## src/rtl/sv32_tlb_pkg.sv

```systemverilog
// Shared Sv32 TLB types: PTE layout, walker fill request and per-entry storage.
package sv32_tlb_pkg;

   localparam int unsigned SV32_PAGE_OFFSET_W = 12;
   localparam int unsigned SV32_VPN_W         = 10;
   localparam int unsigned SV32_ASID_W        = 1;

   typedef struct packed {
      logic [21:0] ppn;
      logic [1:0]  rsw;
      logic        d;
      logic        a;
      logic        g;
      logic        u;
      logic        x;
      logic        w;
      logic        r;
      logic        v;
   } pte_t;

   typedef struct packed {
      logic                    valid;
      logic                    is_4M;
      logic [2*SV32_VPN_W-1:0] vpn;
      logic [SV32_ASID_W-1:0]  asid;
      pte_t                    content;
   } tlb_update_t;

   typedef struct packed {
      logic                   valid;
      logic                   is_4M;
      logic [SV32_VPN_W-1:0]  vpn1;
      logic [SV32_VPN_W-1:0]  vpn0;
      logic [SV32_ASID_W-1:0] asid;
      pte_t                   pte;
   } tlb_entry_t;

endpackage

```

## src/rtl/tlb_plru_tree.sv

```systemverilog
// Tree pseudo-LRU replacement state for a power-of-two number of ways.
module tlb_plru_tree #(
   parameter int unsigned ENTRIES = 4
) (
   input  logic                       clk_i,
   input  logic                       rst_ni,
   input  logic                       touch_valid_i,
   input  logic [$clog2(ENTRIES)-1:0] touch_idx_i,
   output logic [$clog2(ENTRIES)-1:0] victim_idx_o
);

   localparam int unsigned IdxW = $clog2(ENTRIES);

   // Heap-ordered nodes 1..ENTRIES-1; level l selects index bit l (LSB at the root).
   logic [ENTRIES-1:1] tree_q, tree_d;
   logic [IdxW-1:0]    touch_node, victim_node, victim;

   always_comb begin
      tree_d     = tree_q;
      touch_node = '0;
      if (touch_valid_i) begin
         for (int unsigned l = 0; l < IdxW; l++) begin
            touch_node         = IdxW'(1 << l) | (touch_idx_i & IdxW'((1 << l) - 1));
            tree_d[touch_node] = ~1'(touch_idx_i >> l);
         end
      end
   end

   always_comb begin
      victim      = '0;
      victim_node = '0;
      for (int unsigned l = 0; l < IdxW; l++) begin
         victim_node = IdxW'(1 << l) | victim;
         victim      = victim | (IdxW'(tree_q[victim_node]) << l);
      end
   end

   assign victim_idx_o = victim;

   always_ff @(posedge clk_i or negedge rst_ni) begin
      if (!rst_ni) begin
         tree_q <= '0;
      end else begin
         tree_q <= tree_d;
      end
   end

endmodule

```

## src/rtl/sv32_tlb.sv

```systemverilog
// Fully-associative Sv32 TLB with zero-latency lookup and PLRU refill.
// Define SV32_TLB_SFENCE_SEL_EN for ASID/vaddr-selective sfence.vma flushes.
module sv32_tlb
   import sv32_tlb_pkg::*;
#(
   parameter int unsigned TLB_ENTRIES = 4,
   parameter int unsigned ASID_WIDTH  = 1
) (
   input  logic                  clk_i,
   input  logic                  rst_ni,
   input  logic                  flush_i,
`ifdef SV32_TLB_SFENCE_SEL_EN
   input  logic [ASID_WIDTH-1:0] flush_asid_i,
   input  logic [31:0]           flush_vaddr_i,
`endif
   input  tlb_update_t           update_i,
   input  logic                  lu_access_i,
   input  logic [ASID_WIDTH-1:0] lu_asid_i,
   input  logic [31:0]           lu_vaddr_i,
   output logic                  lu_hit_o,
   output pte_t                  lu_content_o,
   output logic                  lu_is_4M_o,
   output logic [33:0]           lu_paddr_o
);

   localparam int unsigned IdxW = $clog2(TLB_ENTRIES);

   tlb_entry_t             entry_q [TLB_ENTRIES];
   tlb_entry_t             entry_d [TLB_ENTRIES];
   tlb_entry_t             hit_entry;
   logic [TLB_ENTRIES-1:0] match, flush_sel;
   logic [IdxW-1:0]        hit_idx, inv_idx, plru_idx, victim_idx, touch_idx;
   logic                   hit_found, inv_found, fill_en, touch_valid;

   always_comb begin
      match     = '0;
      hit_idx   = '0;
      inv_idx   = '0;
      hit_found = 1'b0;
      inv_found = 1'b0;
      for (int unsigned i = 0; i < TLB_ENTRIES; i++) begin
         match[i] = entry_q[i].valid
                  & (entry_q[i].pte.g | (ASID_WIDTH'(entry_q[i].asid) == lu_asid_i))
                  & (entry_q[i].vpn1 == lu_vaddr_i[31:22])
                  & (entry_q[i].is_4M | (entry_q[i].vpn0 == lu_vaddr_i[21:12]));
         if (match[i] && !hit_found) begin
            hit_found = 1'b1;
            hit_idx   = IdxW'(i);
         end
         if (!entry_q[i].valid && !inv_found) begin
            inv_found = 1'b1;
            inv_idx   = IdxW'(i);
         end
      end
   end

   assign hit_entry = entry_q[hit_idx];
   assign lu_hit_o  = lu_access_i & hit_found;

   always_comb begin
      lu_content_o = '0;
      lu_is_4M_o   = 1'b0;
      lu_paddr_o   = '0;
      if (lu_hit_o) begin
         lu_content_o = hit_entry.pte;
         lu_is_4M_o   = hit_entry.is_4M;
         lu_paddr_o   = hit_entry.is_4M ? {hit_entry.pte.ppn[21:10], lu_vaddr_i[21:0]}
                                        : {hit_entry.pte.ppn, lu_vaddr_i[11:0]};
      end
   end

`ifdef SV32_TLB_SFENCE_SEL_EN
   // Zero selectors act as wildcards, as in sfence.vma rs1/rs2 = x0.
   always_comb begin
      flush_sel = '0;
      for (int unsigned i = 0; i < TLB_ENTRIES; i++) begin
         flush_sel[i] = ((flush_vaddr_i == '0)
                         | ((entry_q[i].vpn1 == flush_vaddr_i[31:22])
                            & (entry_q[i].is_4M | (entry_q[i].vpn0 == flush_vaddr_i[21:12]))))
                      & ((flush_asid_i == '0)
                         | (~entry_q[i].pte.g & (ASID_WIDTH'(entry_q[i].asid) == flush_asid_i)));
      end
   end
`else
   assign flush_sel = '1;
`endif

   assign fill_en     = update_i.valid & ~flush_i;
   assign victim_idx  = inv_found ? inv_idx : plru_idx;
   // A fill in the same cycle as a hit owns the tree update.
   assign touch_valid = fill_en | lu_hit_o;
   assign touch_idx   = fill_en ? victim_idx : hit_idx;

   always_comb begin
      entry_d = entry_q;
      if (flush_i) begin
         for (int unsigned i = 0; i < TLB_ENTRIES; i++) begin
            if (flush_sel[i]) begin
               entry_d[i].valid = 1'b0;
            end
         end
      end else if (update_i.valid) begin
         entry_d[victim_idx] = '{valid: 1'b1,
                                 is_4M: update_i.is_4M,
                                 vpn1:  update_i.vpn[19:10],
                                 vpn0:  update_i.vpn[9:0],
                                 asid:  update_i.asid,
                                 pte:   update_i.content};
      end
   end

   always_ff @(posedge clk_i or negedge rst_ni) begin
      if (!rst_ni) begin
         entry_q <= '{default: '0};
      end else begin
         entry_q <= entry_d;
      end
   end

   tlb_plru_tree #(
      .ENTRIES(TLB_ENTRIES)
   ) u_plru (
      .clk_i        (clk_i),
      .rst_ni       (rst_ni),
      .touch_valid_i(touch_valid),
      .touch_idx_i  (touch_idx),
      .victim_idx_o (plru_idx)
   );

endmodule

```

## config.mk

```make
export PLATFORM = sky130hd
export DESIGN_NAME = sv32_tlb
export DESIGN_NICKNAME = d
export VERILOG_FILES = /design/src/rtl/sv32_tlb_pkg.sv /design/src/rtl/tlb_plru_tree.sv /design/src/rtl/sv32_tlb.sv
export SDC_FILE = /design/constraint.sdc
export NUM_CORES = 1
export LEC_CHECK = 0
export ABC_AREA = 1
export CELL_PAD_IN_SITES_DETAIL_PLACEMENT = 1
export CELL_PAD_IN_SITES_GLOBAL_PLACEMENT = 1
export CORE_ASPECT_RATIO = 1.4
export CORE_MARGIN = 2
export CORE_UTILIZATION = 44
export CTS_CLUSTER_DIAMETER = 200
export DETAILED_ROUTE_END_ITERATION = 10
export PLACE_DENSITY_LB_ADDON = 0.1
export SLEW_MARGIN = 20
export SYNTH_ARGS = -nofsm -noshare
export SYNTH_HDL_FRONTEND = slang
export SYNTH_HIERARCHICAL = 1
export SYNTH_SLANG_ARGS = --single-unit
```

## constraint.sdc

```tcl
create_clock -name clk_i -period 5.36 [get_ports clk_i]
set_clock_uncertainty 0.2 [all_clocks]
set_input_delay 1.072 -clock clk_i [delete_from_list [all_inputs] [get_ports clk_i]]
set_output_delay 1.072 -clock clk_i [all_outputs]
set_load 0.05 [all_outputs]
```

-- Yosys cells after proc, flatten, opt, wreduce, memory -nomap -nowiden
Cells that the tools add are included.
- bits in registers: 223
- bits of input ports: 92
- output and inout bits: 68
- word-level logic and storage cells: 162
- $lt $le $gt $ge: 6
- equal/unequal tests: 12
- multiplexer cells: 36
- bitwise logic cells: 29
- reductions and logical operators: 18
- operators by type and width (operator ; number):
    $bwmux 220 ; 1
    $mux 220 ; 1
    $bmux 55 s2 ; 1
    $demux 55 s2 ; 1
    $mux 54 ; 2
    $eq 10x10->1 ; 8
    $mux 55 ; 1
    $mux 34 ; 1
    $mux 32 ; 1
    $mux 22 ; 1
    $mux 1 ; 18
    $and 1x1->1 ; 14
    $mux 2 ; 6
    $or 1x1->1 ; 9
    $logic_and 1x1->1 ; 8
    $logic_not 1->1 ; 8
    $ge 3x3->1 const B ; 2
    $lt 2x3->1 const B ; 2
    $not 2->3 ; 2
    $eq 1x1->1 ; 4
    $bwmux 3 ; 1
    $lt 3x1->1 const B ; 1
    $not 1->1 ; 3
    $ge 2x1->1 const B ; 1
    4 further kinds ; 4

-- Depth between registers and ports, before layout
- word-level depth: 21
- gate-level depth with buffers: 19
- gate-level depth less buffers: 16

-- By module
The synthesis kept the hierarchy.
- modules (own cells, without submodules) (module ; instances ; cells each ; area each (um^2) ; sequential area each (um^2)):
    sv32_tlb ; 1 ; 1416 ; 10991.8 ; 5505.3
    tlb_plru_tree ; 1 ; 19 ; 142.6 ; 75.1

-- Worst setup path before layout
No wires, ideal clock.
- path kind: input-to-output
- start point: input port lu_vaddr_i[26]
- end point: output port lu_paddr_o[24]
- arrival: 3564 ps
- required time: 4088 ps
- setup slack: 524 ps
- stages: 15
- path buffers: 4
- path through: buf_2 -> xnor2_1 -> nand2_1 -> nor2_1 -> nand3_1 -> nor2_1 -> nand2_1 -> nand2_1 -> nand2_2 -> nand2_2 -> buf_6 -> clkbuf_1 -> o21ai_0 -> a21oi_1 -> buf_4
- word-level cells in the longest chain between the ends: 18
- elaborated cells on any way between the ends: 31
- classes of those cells: 4 x eq/ne; 11 x mux; 10 x bitwise; 6 x reduce/logical
- ends and longest elaborated chain (element ; RTL line ; text):
    start: declaration ; sv32_tlb.sv:19 ; input logic [31:0] lu_vaddr_i,
    $eq 10x10->1 ; sv32_tlb.sv:44 ; & (entry_q[i].vpn1 == lu_vaddr_i[31:22])
    $and 1x1->1 ; sv32_tlb.sv:44 ;
    $and 1x1->1 ; sv32_tlb.sv:45 ; & (entry_q[i].is_4M | (entry_q[i].vpn0 == lu_vaddr_i[21:12]));
    $mux 1 ; sv32_tlb.sv:46 ; if (match[i] && !hit_found) begin
    $logic_not 1->1 ; sv32_tlb.sv:46 ;
    $logic_and 1x1->1 ; sv32_tlb.sv:46 ;
    $mux 1 ; sv32_tlb.sv:46 ;
    $logic_not 1->1 ; sv32_tlb.sv:46 ;
    $logic_and 1x1->1 ; sv32_tlb.sv:46 ;
    $mux 1 ; sv32_tlb.sv:46 ;
    $logic_not 1->1 ; sv32_tlb.sv:46 ;
    $logic_and 1x1->1 ; sv32_tlb.sv:46 ;
    $mux 2 ; sv32_tlb.sv:46 ;
    $not 2->3 (implied by the code) ; sv32_tlb.sv:57 ; assign hit_entry = entry_q[hit_idx];
    $bmux 55 s2 ; sv32_tlb.sv:57 ;
    $mux 54 (implied by the code) (2 in a row) ; sv32_tlb.sv:57 ;
    $mux 34 (*) ; sv32_tlb.sv:64 ; if (lu_hit_o) begin
    end: declaration ; sv32_tlb.sv:23 ; output logic [33:0] lu_paddr_o
Mark *: on every way between the ends. The rest lies on a longest branch, timed or not. The select of a mux whose other input is x is not followed.

==> summary.txt <==
Logic synthesis
  – Yosys top cell area share: 50.12%
  – Top cells by area, synth: dfrtp_1, nand2_1, o21ai_0
  – Post-synthesis net count: 1527
  – Sequential cell area fraction in the yosys report: 50.12%
  – Cells after Synth: 1435
  – Yosys reg bits: 223
  – Async S/R FF share, synth: 100.0%
  – Syn avg cell area: 7.759 um^2
  – Mapped Area: 11130 um^2
  – Top_reg_cell synth: dfrtp_1
  – Synth area leader: dfrtp_1
  – Synth cell types: 29
  – EDFF count, synth: 0
  – Yosys synthesis warning count: 6

Detailed routing
  – DRC: 0
  – Detailed Route Iter0 Violations: 416
  – DR WL/cell: 17.87 um
  – Via count: 9918
  – DRT Pass-1 Iters: 4
  – Via density per instance: 5.250
  – Routed Wire Length: 33.76 mm
  – Final ANT Viol Nets: 0

Floorplan
  – Die Ht: 192.2 um
  – Io pins: 160
  – FP Rows: 68
  – Initial Util: 44.97%
  – Die width: 138.4 um
  – Core area: 24760 um^2
  – Die area: 26610 um^2

Finish
  – Layout cells sized above 1: 11.12%
  – Ant diodes: 0
  – Post-layout util: 58.71%
  – Area added between synthesis and finish: 30.55%
  – Commonest cells after routing, fill and taps aside: nand2_1, o21ai_0, dfrtp_1, inv_1, clkdlybuf4s50_1
  – Commonest non-fill, non-tap cell in the layout: nand2_1
  – Final instance area: 14540 um^2
  – Number of nets in the layout: 1648

Clock network
  – CTS tree: yes
  – Resized Gates After CTS: 0
  – Total clock sinks: 223
  – # hold bufs at CTS: 0
  – H-tree depth: 1
  – CTS max path bufs: 3
  – Clock Pin Slew Worst Setup and Hold Paths: 0.06 ns
  – Root Driver: clkbuf_16
  – CTS buffer count: 24
  – Worst-Skew Late Latency: 0.53 ns
  – Post-CTS Setup Bufs: 0

STA
  – Final Hold Vio Count: 0
  – Slew Limit Fails: 0
  – Least-Margin Pin Slew: 0.9592 ns
  – Fin crit period: 5.198 ns
  – Final Cycle Share: 96.97%
  – Worst hold slack: 0.2823 ns
  – Final setup violation count: 0
  – FMAX: 192.4 MHz
  – Slew Limit Headroom: 35.98%

Placed design
  – Dpl cell area: 13600 um^2
  – Port-buffer cells: 159
  – Hpwl dp: 22.63 mm
  – Placer Congestion: 0.8601

Hold path
  – HP Class: reg2reg

GRT
  – First-pass GRT wire length: 55.63 mm
  – Largest net degree at the start of global routing: 116
  – Total Routing Usage GR: 25.82%
  – Vias in the first global route: 10980
  – Initial antenna violation count: 0
  – Gr ovfl total: 0

Critical path
  – Arrival @ worst endpoint: 3.93 ns
  – CP required: 4.09 ns
  – Maximum fanout along the worst path: 42
  – CP Launch Type: input port
  – Critical path type: in2out
  – Critical path capture point type: primary output

Status
  – Outcome: finished, final reports clean

Pwr
  – Power Total: 4851 uW
  – Worst vdd ir: 0.2499 mV
  – Leak Pwr: 0.006964 uW
  – Pwr Density: 333.7 nW/um^2

Job
  – Max Cap Viol: 0
-- final timing paths --
kind                                   from               to  slack [ns]  cells past startpoint
min                             entry_q[20]      entry_q[20]        0.28                      2
max reg2reg                u_plru/tree_q[1]     entry_q[145]        2.18                      7
max                          lu_vaddr_i[24]  lu_content_o[4]        0.16                     18
min reg2reg                     entry_q[20]      entry_q[20]        0.28                      2
min in group asynchronous            rst_ni      entry_q[14]        0.40                      1
max in group asynchronous            rst_ni      entry_q[47]        3.38                      2
-- kinds of logic after synthesis --
family	synth area share [%]
AOI/OAI and AO/OA	17.38
xor gates and xnor gates	3.068
buffers and inverters	11.50
DFF	50.12
and+or+nand+nor	17.93
-- cell usage after synthesis, types with 2 or more instances --
cell and number:
nand4_1 4, nand2_1 352, or2_1 2, inv_1 206, buf_1 3, o21ai_0 263, buf_2 16, clkbuf_2 2
dfrtp_1 223, nand3_2 4, a21oi_2 10, or2_0 3, clkbuf_1 46, xnor2_1 26, o22ai_1 8, nor2_1 67
inv_2 6, o21ai_1 15, xor2_1 13, o21bai_1 2, buf_4 16, nand3_1 56, a21oi_1 75, nand2_2 5
buf_6 8
-- sequential cells by signal (all words and copies together), names as in the netlist --
signal,cells
entry_q,220
u_plru/tree_q,3
-- power breakdown --
part / internal [uW] / total (uW) / leakage, uW / switching [uW]
registers: 2020 / 2230 / 0.00282 / 210
logic: 338 / 809 / 0.00372 / 471
clock network: 1120 / 1810 / 0.000424 / 697
-- final cells by class --
class | count | area [um^2]
inverters | 212 | 799.5
clock buffers | 33 | 705.7
repair buffers | 186 | 2526
clock inverters | 11 | 167.7
fillers | 2917 | 10220
well taps | 315 | 394.1
flip-flops and latches | 223 | 5580
multi-input cells | 909 | 4363
-- metrics by stage --
step | instances | setup TNS (ns) | setup slack (ns)
finish | 1889 | 0 | 0.1624
global route | 1889 | -0.009983 | -0.009983
CTS | 1889 | 0 | 0.07652
detailed placement | 1845 | 0 | 0.1211
global placement | 1845 | 0 | 0.1857
floorplan | 1435 | 0 | 0.5245
-- layer usage --
layer / global-route usage, % / vias to the layer above / wire length [um]
met3: 2.568 / 68 / 1090
met1: 29.98 / 4910 / 13640
li1: - / 4751 / -
met2: 49.28 / 189 / 17860
met4: 9.380 / 0 / 1181
met5: 0 / - / 0
-- worst max-delay path, cell delays in order --
cell,delay (ns)
clkdlybuf4s50_1,0.62
inv_2,0.05
nand2_1,0.06
nand2_1,0.05
nor2_1,0.20
nand2_1,0.08
nor2_1,0.11
nand2_1,0.09
a21oi_2,0.15
nand2_1,0.09
nand2_2,0.11
nand2_4,0.08
buf_12,0.18
buf_4,0.21
a21oi_1,0.18
o21ai_1,0.16
a21oi_2,0.24
buf_12,0.17
Note: power is estimated with default switching activity, not from simulation.
